## src/rtl/fetch_controller_if.sv

```systemverilog
// fetch_controller_if: ROM, predictor, redirect and decode-side signals
// of the fetch controller; master is the controller, slave its environment.
interface fetch_controller_if #(
  parameter int ADDR_WIDTH = 32,
  parameter int DATA_WIDTH = 32
);
  logic [ADDR_WIDTH-1:0] rom_addr;
  logic                  rom_predict_taken;
  logic [ADDR_WIDTH-1:0] rom_predict_target;
  logic [DATA_WIDTH-1:0] rom_instruction_0;
  logic [DATA_WIDTH-1:0] rom_instruction_1;
  logic [1:0]            rom_valid;
  logic                  bp_taken;
  logic [ADDR_WIDTH-1:0] bp_target;
  logic                  redirect_valid;
  logic [ADDR_WIDTH-1:0] redirect_pc;
  logic [1:0]            dec_ready;
  logic [1:0]            dec_valid;
  logic [DATA_WIDTH-1:0] dec_inst_0;
  logic [DATA_WIDTH-1:0] dec_inst_1;
  logic [ADDR_WIDTH-1:0] dec_pc_0;
  logic [ADDR_WIDTH-1:0] dec_pc_1;
  logic [1:0]            dec_pred_taken;
  logic [1:0]            fetch_state;

  modport master (
    output rom_addr, rom_predict_taken, rom_predict_target,
    output dec_valid, dec_inst_0, dec_inst_1,
    output dec_pc_0, dec_pc_1, dec_pred_taken, fetch_state,
    input  rom_instruction_0, rom_instruction_1, rom_valid,
    input  bp_taken, bp_target,
    input  redirect_valid, redirect_pc,
    input  dec_ready
  );

  modport slave (
    input  rom_addr, rom_predict_taken, rom_predict_target,
    input  dec_valid, dec_inst_0, dec_inst_1,
    input  dec_pc_0, dec_pc_1, dec_pred_taken, fetch_state,
    output rom_instruction_0, rom_instruction_1, rom_valid,
    output bp_taken, bp_target,
    output redirect_valid, redirect_pc,
    output dec_ready
  );
endinterface

```

## src/rtl/fetch_controller.sv

```systemverilog
// fetch_controller: two-wide ROM fetch into an in-order fetch buffer.
// Optional saturating perf counters when FETCH_PERF_CNT_EN is defined.
module fetch_controller #(
  parameter int ADDR_WIDTH = 32,
  parameter int DATA_WIDTH = 32,
  parameter int FB_DEPTH   = 8,
  parameter logic [ADDR_WIDTH-1:0] RESET_PC = '0
) (
  input  logic clk,
  input  logic rst,
  fetch_controller_if.master bus
`ifdef FETCH_PERF_CNT_EN
  ,
  output logic [31:0] perf_fetched,
  output logic [31:0] perf_stall_cycles,
  output logic [31:0] perf_redirects
`endif
);

  localparam int PW = $clog2(FB_DEPTH);
  localparam int CW = PW + 1;

  typedef enum logic [1:0] {
    S_FETCH = 2'd0,
    S_STALL = 2'd1,
    S_END   = 2'd2
  } state_t;

  state_t                r_state;
  state_t                w_state_n;
  logic [ADDR_WIDTH-1:0] r_pc;
  logic [ADDR_WIDTH-1:0] w_pc_n;
  logic [CW-1:0]         r_cnt;
  logic [CW-1:0]         w_cnt_n;
  logic [PW-1:0]         r_rd;
  logic [PW-1:0]         r_wr;
  logic [PW-1:0]         w_rd_n;
  logic [PW-1:0]         w_wr_n;
  logic [PW-1:0]         w_rd1;
  logic [PW-1:0]         w_wr1;

  logic [DATA_WIDTH-1:0] r_inst [FB_DEPTH];
  logic [ADDR_WIDTH-1:0] r_pcs  [FB_DEPTH];
  logic [FB_DEPTH-1:0]   r_pred;

  logic                  w_redir;
  logic                  w_room;
  logic                  w_fetch;
  logic [ADDR_WIDTH-1:0] w_tgt;
  logic                  w_enq0;
  logic                  w_enq1;
  logic                  w_v0;
  logic                  w_v1;
  logic                  w_deq0;
  logic                  w_deq1;
  logic [CW-1:0]         w_nenq;
  logic [CW-1:0]         w_ndeq;

  assign w_redir = bus.redirect_valid;
  assign w_rd1   = r_rd + PW'(1);
  assign w_wr1   = r_wr + PW'(1);

  // Room is judged on the registered count, before this cycle's dequeue.
  assign w_room  = (r_cnt <= CW'(FB_DEPTH - 2));
  assign w_fetch = (r_state == S_FETCH) && w_room && !w_redir;

  assign w_tgt = bus.bp_taken ? bus.bp_target
                              : r_pc + ADDR_WIDTH'(4);

  assign w_enq0 = w_fetch && bus.rom_valid[0];
  assign w_enq1 = w_enq0 && bus.rom_valid[1];

  assign w_v0   = (r_cnt != '0) && !w_redir;
  assign w_v1   = (r_cnt >= CW'(2)) && !w_redir;
  assign w_deq0 = w_v0 && bus.dec_ready[0];
  assign w_deq1 = w_deq0 && w_v1 && bus.dec_ready[1];

  assign w_nenq = CW'(w_enq0) + CW'(w_enq1);
  assign w_ndeq = CW'(w_deq0) + CW'(w_deq1);

  assign bus.rom_addr           = r_pc;
  assign bus.rom_predict_target = w_tgt;
  assign bus.rom_predict_taken  = w_fetch && bus.bp_taken;

  assign bus.dec_valid      = {w_v1, w_v0};
  assign bus.dec_inst_0     = r_inst[r_rd];
  assign bus.dec_inst_1     = r_inst[w_rd1];
  assign bus.dec_pc_0       = r_pcs[r_rd];
  assign bus.dec_pc_1       = r_pcs[w_rd1];
  assign bus.dec_pred_taken = {w_v1 && r_pred[w_rd1],
                               w_v0 && r_pred[r_rd]};
  assign bus.fetch_state    = r_state;

  always_comb begin
    w_state_n = r_state;
    w_pc_n    = r_pc;
    w_cnt_n   = r_cnt + w_nenq - w_ndeq;
    w_rd_n    = r_rd + PW'(w_ndeq);
    w_wr_n    = r_wr + PW'(w_nenq);
    if (w_redir) begin
      w_state_n = S_FETCH;
      w_pc_n    = bus.redirect_pc;
      w_cnt_n   = '0;
      w_rd_n    = '0;
      w_wr_n    = '0;
    end else begin
      unique case (r_state)
        S_FETCH: begin
          if (!w_room) begin
            w_state_n = S_STALL;
          end else if (!bus.rom_valid[0]) begin
            w_state_n = S_END;
          end else if (w_enq1) begin
            w_pc_n = w_tgt + ADDR_WIDTH'(4);
          end else begin
            w_pc_n = w_tgt;
          end
        end
        S_STALL: begin
          if (w_room) w_state_n = S_FETCH;
        end
        S_END: begin
          w_state_n = S_END;
        end
        default: begin
          w_state_n = S_FETCH;
        end
      endcase
    end
  end

  always_ff @(posedge clk) begin
    if (!rst) begin
      r_state <= S_FETCH;
      r_pc    <= RESET_PC;
      r_cnt   <= '0;
      r_rd    <= '0;
      r_wr    <= '0;
    end else begin
      r_state <= w_state_n;
      r_pc    <= w_pc_n;
      r_cnt   <= w_cnt_n;
      r_rd    <= w_rd_n;
      r_wr    <= w_wr_n;
    end
  end

  // Payload storage carries no reset; validity lives in r_cnt.
  always_ff @(posedge clk) begin
    if (w_enq0) begin
      r_inst[r_wr] <= bus.rom_instruction_0;
      r_pcs[r_wr]  <= r_pc;
      r_pred[r_wr] <= bus.bp_taken;
    end
    if (w_enq1) begin
      r_inst[w_wr1] <= bus.rom_instruction_1;
      r_pcs[w_wr1]  <= w_tgt;
      r_pred[w_wr1] <= 1'b0;
    end
  end

`ifdef FETCH_PERF_CNT_EN
  logic [31:0] r_pf_fetch;
  logic [31:0] r_pf_stall;
  logic [31:0] r_pf_redir;
  logic [32:0] w_pf_sum;

  assign w_pf_sum = {1'b0, r_pf_fetch} + 33'(w_nenq);

  always_ff @(posedge clk) begin
    if (!rst) begin
      r_pf_fetch <= '0;
      r_pf_stall <= '0;
      r_pf_redir <= '0;
    end else begin
      r_pf_fetch <= w_pf_sum[32] ? '1 : w_pf_sum[31:0];
      if (r_state == S_STALL && r_pf_stall != '1)
        r_pf_stall <= r_pf_stall + 32'd1;
      if (w_redir && r_pf_redir != '1)
        r_pf_redir <= r_pf_redir + 32'd1;
    end
  end

  assign perf_fetched      = r_pf_fetch;
  assign perf_stall_cycles = r_pf_stall;
  assign perf_redirects    = r_pf_redir;
`endif

endmodule

```

## src/flat_wrapper.sv

```systemverilog
// flat-port wrapper written by rule: the top's interface ports become plain ports
module fetch_controller_flat 
#(
  parameter int ADDR_WIDTH = 32,
  parameter int DATA_WIDTH = 32,
  parameter int FB_DEPTH   = 8,
  parameter logic [ADDR_WIDTH-1:0] RESET_PC = '0
)
  (clk, rst, bus_rom_addr, bus_rom_predict_taken, bus_rom_predict_target, bus_dec_valid, bus_dec_inst_0, bus_dec_inst_1, bus_dec_pc_0, bus_dec_pc_1, bus_dec_pred_taken, bus_fetch_state, bus_rom_instruction_0, bus_rom_instruction_1, bus_rom_valid, bus_bp_taken, bus_bp_target, bus_redirect_valid, bus_redirect_pc, bus_dec_ready);
  fetch_controller_if #(.ADDR_WIDTH(ADDR_WIDTH), .DATA_WIDTH(DATA_WIDTH)) bus_i ();
  input  logic clk;
  input  logic rst;
  output wire logic [$bits(bus_i.rom_addr)-1:0] bus_rom_addr;
  output wire logic [$bits(bus_i.rom_predict_taken)-1:0] bus_rom_predict_taken;
  output wire logic [$bits(bus_i.rom_predict_target)-1:0] bus_rom_predict_target;
  output wire logic [$bits(bus_i.dec_valid)-1:0] bus_dec_valid;
  output wire logic [$bits(bus_i.dec_inst_0)-1:0] bus_dec_inst_0;
  output wire logic [$bits(bus_i.dec_inst_1)-1:0] bus_dec_inst_1;
  output wire logic [$bits(bus_i.dec_pc_0)-1:0] bus_dec_pc_0;
  output wire logic [$bits(bus_i.dec_pc_1)-1:0] bus_dec_pc_1;
  output wire logic [$bits(bus_i.dec_pred_taken)-1:0] bus_dec_pred_taken;
  output wire logic [$bits(bus_i.fetch_state)-1:0] bus_fetch_state;
  input wire logic [$bits(bus_i.rom_instruction_0)-1:0] bus_rom_instruction_0;
  input wire logic [$bits(bus_i.rom_instruction_1)-1:0] bus_rom_instruction_1;
  input wire logic [$bits(bus_i.rom_valid)-1:0] bus_rom_valid;
  input wire logic [$bits(bus_i.bp_taken)-1:0] bus_bp_taken;
  input wire logic [$bits(bus_i.bp_target)-1:0] bus_bp_target;
  input wire logic [$bits(bus_i.redirect_valid)-1:0] bus_redirect_valid;
  input wire logic [$bits(bus_i.redirect_pc)-1:0] bus_redirect_pc;
  input wire logic [$bits(bus_i.dec_ready)-1:0] bus_dec_ready;
  assign bus_rom_addr = bus_i.rom_addr;
  assign bus_rom_predict_taken = bus_i.rom_predict_taken;
  assign bus_rom_predict_target = bus_i.rom_predict_target;
  assign bus_dec_valid = bus_i.dec_valid;
  assign bus_dec_inst_0 = bus_i.dec_inst_0;
  assign bus_dec_inst_1 = bus_i.dec_inst_1;
  assign bus_dec_pc_0 = bus_i.dec_pc_0;
  assign bus_dec_pc_1 = bus_i.dec_pc_1;
  assign bus_dec_pred_taken = bus_i.dec_pred_taken;
  assign bus_fetch_state = bus_i.fetch_state;
  assign bus_i.rom_instruction_0 = bus_rom_instruction_0;
  assign bus_i.rom_instruction_1 = bus_rom_instruction_1;
  assign bus_i.rom_valid = bus_rom_valid;
  assign bus_i.bp_taken = bus_bp_taken;
  assign bus_i.bp_target = bus_bp_target;
  assign bus_i.redirect_valid = bus_redirect_valid;
  assign bus_i.redirect_pc = bus_redirect_pc;
  assign bus_i.dec_ready = bus_dec_ready;
  fetch_controller #(.ADDR_WIDTH(ADDR_WIDTH), .DATA_WIDTH(DATA_WIDTH), .FB_DEPTH(FB_DEPTH), .RESET_PC(RESET_PC)) u_core (.clk(clk), .rst(rst), .bus(bus_i));
endmodule
```

## config.mk

```make
export PLATFORM = sky130hd
export DESIGN_NAME = fetch_controller_flat
export DESIGN_NICKNAME = d
export VERILOG_FILES = /design/src/rtl/fetch_controller_if.sv /design/src/rtl/fetch_controller.sv /design/src/flat_wrapper.sv
export SDC_FILE = /design/constraint.sdc
export NUM_CORES = 2
export LEC_CHECK = 0
export CAP_MARGIN = 5
export CORE_MARGIN = 2
export CORE_UTILIZATION = 40
export DETAILED_ROUTE_END_ITERATION = 12
export GPL_TIMING_DRIVEN = 0
export SKIP_CTS_REPAIR_TIMING = 1
export SLEW_MARGIN = 20
export SYNTH_ARGS = -nofsm -noshare
export SYNTH_HDL_FRONTEND = slang
export SYNTH_SLANG_ARGS = --single-unit
```

## constraint.sdc

```tcl
create_clock -name clk -period 8.35 [get_ports clk]
set_input_delay 2.0875 -clock clk [delete_from_list [all_inputs] [get_ports clk]]
set_output_delay 2.0875 -clock clk [all_outputs]
set_load 0.1 [all_outputs]
```

==> implementation parameters <==
Parameter                              Value

Clock network
  Sinks on the clock net    about 560
  CTS tree    yes
  Clock transition time at the flip-flop clock pins of the worst setup and hold paths    roughly 0.05 ns
  Worst skew pair latency    0.62 ns
  Buffer cell driving the clock tree root    sky130_fd_sc_hd__clkbuf_16
  H-tree lvl count    3
  Num CTS Buffers    66
  Clock buffer depth    3

Routing
  Routed Antenna Nets    0
  Drt pass-1 iters    6
  Total Routed Length    between 100 and 150 mm
  Met2 routed WL    ~59 mm
  Initial DRC Count    3477
  Detailed-routed wire length on met3    between 10 and 15 mm
  WL met1    slightly below 50 mm
  Post-route DRC    0
  Total vias in the final route    27400
  Topmost layer with routed signal wires    met5
  Via density per instance    between 6 and 7
  Average wire per standard cell    approximately 28 µm

STA
  Headroom to the max-slew limit    23.8%
  Setup Viol. Count Final    0
  Unrepaired setup endpoints after global routing    false
  Final Critical Period    8.13 ns
  Max Freq    123 MHz
  Measured slew at the worst slew-check pin    ~1.1 ns
  Number of pins with negative max-slew slack in the final report    0
  Post-route fraction of the period consumed by the critical path    between 90 and 100%
  Clock skew    slightly above 0.03 ns
  Setup tns final    0 ns
  Endpoints failing hold    0

Synth
  #FFs+latches synth    about 560
  Leading post-synthesis cells by instance count    894 x sky130_fd_sc_hd__nand2_1, 512 x sky130_fd_sc_hd__edfxtp_1, 260 x sky130_fd_sc_hd__mux4_2
  Cell types with the largest area share after synthesis    sky130_fd_sc_hd__edfxtp_1 46%, sky130_fd_sc_hd__mux4_2 18%, sky130_fd_sc_hd__nand2_1 10%
  Number of different library cells in the post-synthesis netlist    64
  Count of yosys warnings during synthesis    0
  Share of the synthesized area in the top cell type    a little under half
  Post-synth ARST share    0%
  Mean instance size in the synthesized netlist    around 11 µm²
  Most common cell in the synthesized netlist    sky130_fd_sc_hd__nand2_1
  Most used flip-flop cell after synthesis    sky130_fd_sc_hd__edfxtp_1
  Library cell with the largest summed area after synthesis    sky130_fd_sc_hd__edfxtp_1
  Sequential fraction of the synthesis area    around 50%
  Post-synth design cell area    between 30000 and 40000 µm²
  Number of synthesized flops with an enable pin    ~510
  Synthesized Nets    around 3100
  Post-Synthesis Cells    approximately 3000

Floorplan
  Die outline height    between 200 and 300 µm
  Die Area    85900 µm²
  Site row count    106
  Number of primary I/O pins    335
  Die X    roughly 290 µm
  Core region area    around 83000 µm²
  Initial Utilization    40.2%

Power and ir drop
  Pleak    approximately 0.014 µW
  Total power density per cell area    about 220 nW/µm²
  Peak supply drop    between 0.00015 and 0.0002 V

Worst setup path
  Data arrival time of the critical path    6.05 ns
  Beginning of the worst register-to-register path    u_core.r_cnt[3]$_SDFF_PP0_
  Endpoint of the worst register-to-register path    u_core.r_inst[7][4]$_DFFE_PP_
  Required time of the critical path    between 6 and 7 ns
  Worst Setup Path Type    primary input to output pin
  CP endpoint kind    output pin
  Maximum fanout along the worst path    10
  Minimum setup slack among reg-to-reg paths    approximately 2.9 ns
  Cell depth of the worst flop-to-flop path    13
  Sort of element at the start of the critical path    primary input

Layout
  Finished Cell Area    40400 µm²
  Relative area change from synthesis to final layout    20.8%
  NumNets Final    between 3000 and 4000
  Proportion of layout cells with a drive suffix above 1    between 15 and 20%

GRT
  Maximum number of pins on one net before global-route repair    36
  Gr ovfl total    0
  Antenna violations before repair    10
  Global-route wire length before repair    roughly 180 mm
  GRT Util Overall    between 20% and 30%
  Vias in the first global route    27100

Min path
  Hold path depth    1
  Worst hold path startpoint    u_core.bus.fetch_state[0]$_SDFFE_PP0P_
  Hold Path Sink    u_core.bus.fetch_state[1]$_SDFFE_PP0P_
  Worst min path class    flip-flop to flip-flop

Placement
  DP Area    38200 µm²
  Final weighted congestion of routability-driven global placement    approximately 0.87
  Count of buffers inserted at the top-level ports    around 300
  HPWL reported at the end of detailed placement    ~86 mm

Run status
  Status    completed

Run
  Count of max-cap constraint violations    0
==> report_power, final <==
part	total (µW)	internal [µW]	switching, µW
Clock	2840	1620	1220
Sequential	3280	3220	65.5
Combinational	2740	790	1950
==> sequential cells by signal, indices dropped and copies added, names as in the netlist <==
signal and count:
u_core.r_pcs 256, u_core.r_rd 3, u_core.r_pred 8, u_core.r_cnt 4
u_core.r_wr 3, u_core.bus.rom_addr 32, u_core.bus.fetch_state 2, u_core.r_inst 256
==> worst max path at each step <==
stage,startpoint,endpoint
after CTS,bus_bp_taken,bus_rom_predict_target[14]
after detailed placement,bus_bp_taken,bus_rom_predict_target[14]
final,bus_bp_taken,bus_rom_predict_target[18]
after floorplan,bus_bp_taken,bus_rom_predict_taken
after global routing,bus_bp_taken,bus_rom_predict_target[14]
after global placement,bus_bp_taken,bus_rom_predict_target[14]
==> logic make-up after synthesis <==
| kind of cell | share of synthesized area [%] |
|---|---|
| and+or+nand+nor | 14.4 |
| DFF | 49.1 |
| muxes | 24.4 |
| AOI/OAI and AO/OA | 6.53 |
| buffers and inverters | 3.98 |
| xor gates and xnor gates | 0.839 |
| adders and majority gates | 0.726 |
==> worst max-delay path, cell delays in order <==
cell	delay, ns
sky130_fd_sc_hd__clkdlybuf4s50_1	0.45
sky130_fd_sc_hd__inv_1	0.29
sky130_fd_sc_hd__clkbuf_1	0.52
sky130_fd_sc_hd__buf_1	0.71
sky130_fd_sc_hd__nor2_1	0.11
sky130_fd_sc_hd__a21o_1	0.19
sky130_fd_sc_hd__clkbuf_1	0.27
sky130_fd_sc_hd__inv_1	0.23
sky130_fd_sc_hd__clkdlybuf4s50_1	1.16
==> placed cells by master (no fill, tap or decap), types with 9 or more instances in the layout <==
cell type                         netlist  layout
sky130_fd_sc_hd__a21oi_1               52      50
sky130_fd_sc_hd__and3_1                 9       9
sky130_fd_sc_hd__buf_1                 54      42
sky130_fd_sc_hd__buf_2                  8      11
sky130_fd_sc_hd__clkbuf_1             234     249
sky130_fd_sc_hd__clkbuf_16              0      70
sky130_fd_sc_hd__clkbuf_2               0      11
sky130_fd_sc_hd__clkdlybuf4s50_1        0     292
sky130_fd_sc_hd__clkinv_1               0       9
sky130_fd_sc_hd__dfxtp_1               52      52
sky130_fd_sc_hd__dlymetal6s2s_1         0       9
sky130_fd_sc_hd__edfxtp_1             512     512
sky130_fd_sc_hd__ha_1                  13      13
sky130_fd_sc_hd__inv_1                 50      50
sky130_fd_sc_hd__mux2_2               192     192
sky130_fd_sc_hd__mux2i_1               15      12
sky130_fd_sc_hd__mux4_2               260     260
sky130_fd_sc_hd__nand2_1              894     886
sky130_fd_sc_hd__nand2b_1              12      12
sky130_fd_sc_hd__nand3_1               40      40
sky130_fd_sc_hd__nand4_1               18      18
sky130_fd_sc_hd__nor2_1                96      96
sky130_fd_sc_hd__nor2b_1               15      15
sky130_fd_sc_hd__nor3_1                16      16
sky130_fd_sc_hd__nor4_1                24      22
sky130_fd_sc_hd__o21ai_0              257     257
sky130_fd_sc_hd__xnor2_1               23      23
sky130_fd_sc_hd__xor2_1                 9       9
==> stage by stage <==
step | setup WS, ns | power, µW | hold slack (ns) | cells | util (%)
2_1_floorplan | 0.311 | 5270 | 0.443 | 2979 | -
3_3_place_gp | -1.52 | 6030 | 0.457 | 4360 | 45.4
3_5_place_dp | -1.56 | 6050 | 0.446 | 4375 | 45.9
4_1_cts | -1.59 | 8840 | 0.458 | 4492 | 48.4
5_1_grt | 0.101 | 9090 | 0.500 | 4495 | 48.5
6_report | 0.215 | 8860 | 0.456 | 4500 | 48.5
==> final cells by class <==
| type | instances | area [µm²] |
|---|---|---|
| fill | 7439 | 42800 |
| sequential | 564 | 16400 |
| multi-input combinational | 2066 | 15800 |
| timing repair buffer | 319 | 3370 |
| clock buffer | 92 | 1880 |
| tap | 1080 | 1350 |
| buffer | 298 | 1160 |
| clock inverter | 25 | 190 |
| inverter | 50 | 188 |
| antenna | 6 | 15.0 |
==> routing by layer <==
metal	vias up	GRT usage, %
li1	11700	-
met1	13500	39.2
met2	1829	46.1
met3	303	5.00
met4	4	12.2
met5	-	0
No activity file was read; power rests on OpenSTA's default activity.
==> RTL edit: new RTL, same flow settings <==
`FB_DEPTH` is set to 8 in 2 places; all go to 4.
--- a/src/rtl/fetch_controller.sv
+++ b/src/rtl/fetch_controller.sv
@@ -4,5 +4,5 @@
   parameter int ADDR_WIDTH = 32,
   parameter int DATA_WIDTH = 32,
-  parameter int FB_DEPTH   = 8,
+  parameter int FB_DEPTH   = 4,
   parameter logic [ADDR_WIDTH-1:0] RESET_PC = '0
 ) (
--- a/src/flat_wrapper.sv
+++ b/src/flat_wrapper.sv
@@ -4,5 +4,5 @@
   parameter int ADDR_WIDTH = 32,
   parameter int DATA_WIDTH = 32,
-  parameter int FB_DEPTH   = 8,
+  parameter int FB_DEPTH   = 4,
   parameter logic [ADDR_WIDTH-1:0] RESET_PC = '0
 )
Function: changed (Yosys sat finds a counterexample within 4 cycles, from zero or initial values and one cycle with rst low).
==> RTL edit against the original RTL <==
Routed wire length shrank 48%; die area shrank 47%; first-iteration DRC count shrank 53%; setup slack lost 110 ps; largest cell class unchanged; global-route usage shrank 1.2 points; critical path type unchanged; total power shrank 49%; synthesized cell count shrank 52%; synthesized area shrank 47%; design area shrank 42%; sequential cell count shrank 263.
==> RTL edit: results <==
[synthesis]
netlist_top_cells_count = "256 x edfxtp_1, 162 x nand2_1, 141 x o21ai_0"
ys_types = 72
ys_seq_area_share_pct = 48.63
synthCells = 1435
synth_nets = 1580
synth_edf_count = 256

[drt]
wirelength_um = 64770
drt_iter0_markers = 1637
vias_per_cell = 5.953
m1WireLength_um = 26000
top_layer = "met4"

[worst_setup_path]
cp-endpoint = "bus_rom_predict_target[1]"
critPathMaxStageDelay_ps = 980
rr_endpoint = "u_core.bus.rom_addr[15]"

[cts]
htree_levels = 2
clkLatencyLatePin_ps = 560

[sta]
hold_ws_ps = 489.4
tightest_slew_ps = 1136
fin_skew_ps = 22.44

[global_routing]
track_usage_pct = 27.76
grt_antenna_before_repair = 0
use_met3_pct = 5.929
grt_max_degree = 22
gr-usage-met2_pct = 44.60
grt_pass1_vias = 14450

[min_path]
hold_end = "u_core.r_pred[3]"
min_from = "u_core.r_pred[3]"

[placed_design]
io_buffer_count = 333
dpl.hpwl_um = 47170
gp_congestion = 0.9004

[status]
status = "finished clean"

[power_and_ir_drop]
internal-power_w = 0.002961
leakage_nw = 7.782

[finish]
final_cells = 2434
drive_above_1_share_pct = 20.09
[RTL edit: changes by cell type in the layout (fill, tap and decap cells not counted), moves of 27 or more]
cell,delta
clkbuf_1,-153
clkbuf_16,-34
clkdlybuf4s50_1,+37
edfxtp_1,-256
mux2_2,-59
mux4_2,-130
nand2_1,-724
nor2_1,-27
o21ai_0,-116
[RTL edit: cells by family (layout without fill, tap and decap cells)]
logic type	Yosys count	count (layout)	synth area share, %
muxes	277	277	25.86
and+or+nand+nor	374	374	10.26
AOI/OAI and AO/OA	254	254	8.338
xor gates and xnor gates	44	44	2.182
buffers and inverters	176	588	4.010
DFF	301	301	48.63
other	0	2	0
adders and majority gates	9	9	0.7226
[RTL edit: metrics by stage]
stage | total power [W] | setup WS (ps) | instance area [sq um] | setup TNS [ps]
2_1_floorplan | 0.002624 | 1270 | 17660 | 0
5_1_grt | 0.004654 | -0.07372 | 23290 | -0.07372
3_3_place_gp | 0.002984 | -1606 | 21730 | -336960
4_1_cts | 0.004535 | -229.0 | 23280 | -597.6
3_5_place_dp | 0.003000 | -223.6 | 22140 | -553.3
6_report | 0.004519 | 101.6 | 23300 | 0
[RTL edit: power by group through the flow]
stage | clock [W] | combinational [W] | sequential, W
global placement | 0 | 0.00120 | 0.00178
finish | 0.00154 | 0.00124 | 0.00174
CTS | 0.00156 | 0.00123 | 0.00174
floorplan | 0 | 0.000767 | 0.00186
detailed placement | 0 | 0.00123 | 0.00177
global route | 0.00162 | 0.00129 | 0.00175
[RTL edit: cell type report]
cell class	count	area (sq um)	area share (%)
diodes	2	5.005	0.02148
plain buffers	129	540.5	2.320
clock buffers	51	1007	4.323
clock inverters	13	126.4	0.5424
inverters	47	176.4	0.7573
multi-input cells	958	8396	36.04
flip-flops and latches	301	8588	36.86
well taps	585	732.0	3.142
repair buffers	348	3726	15.99
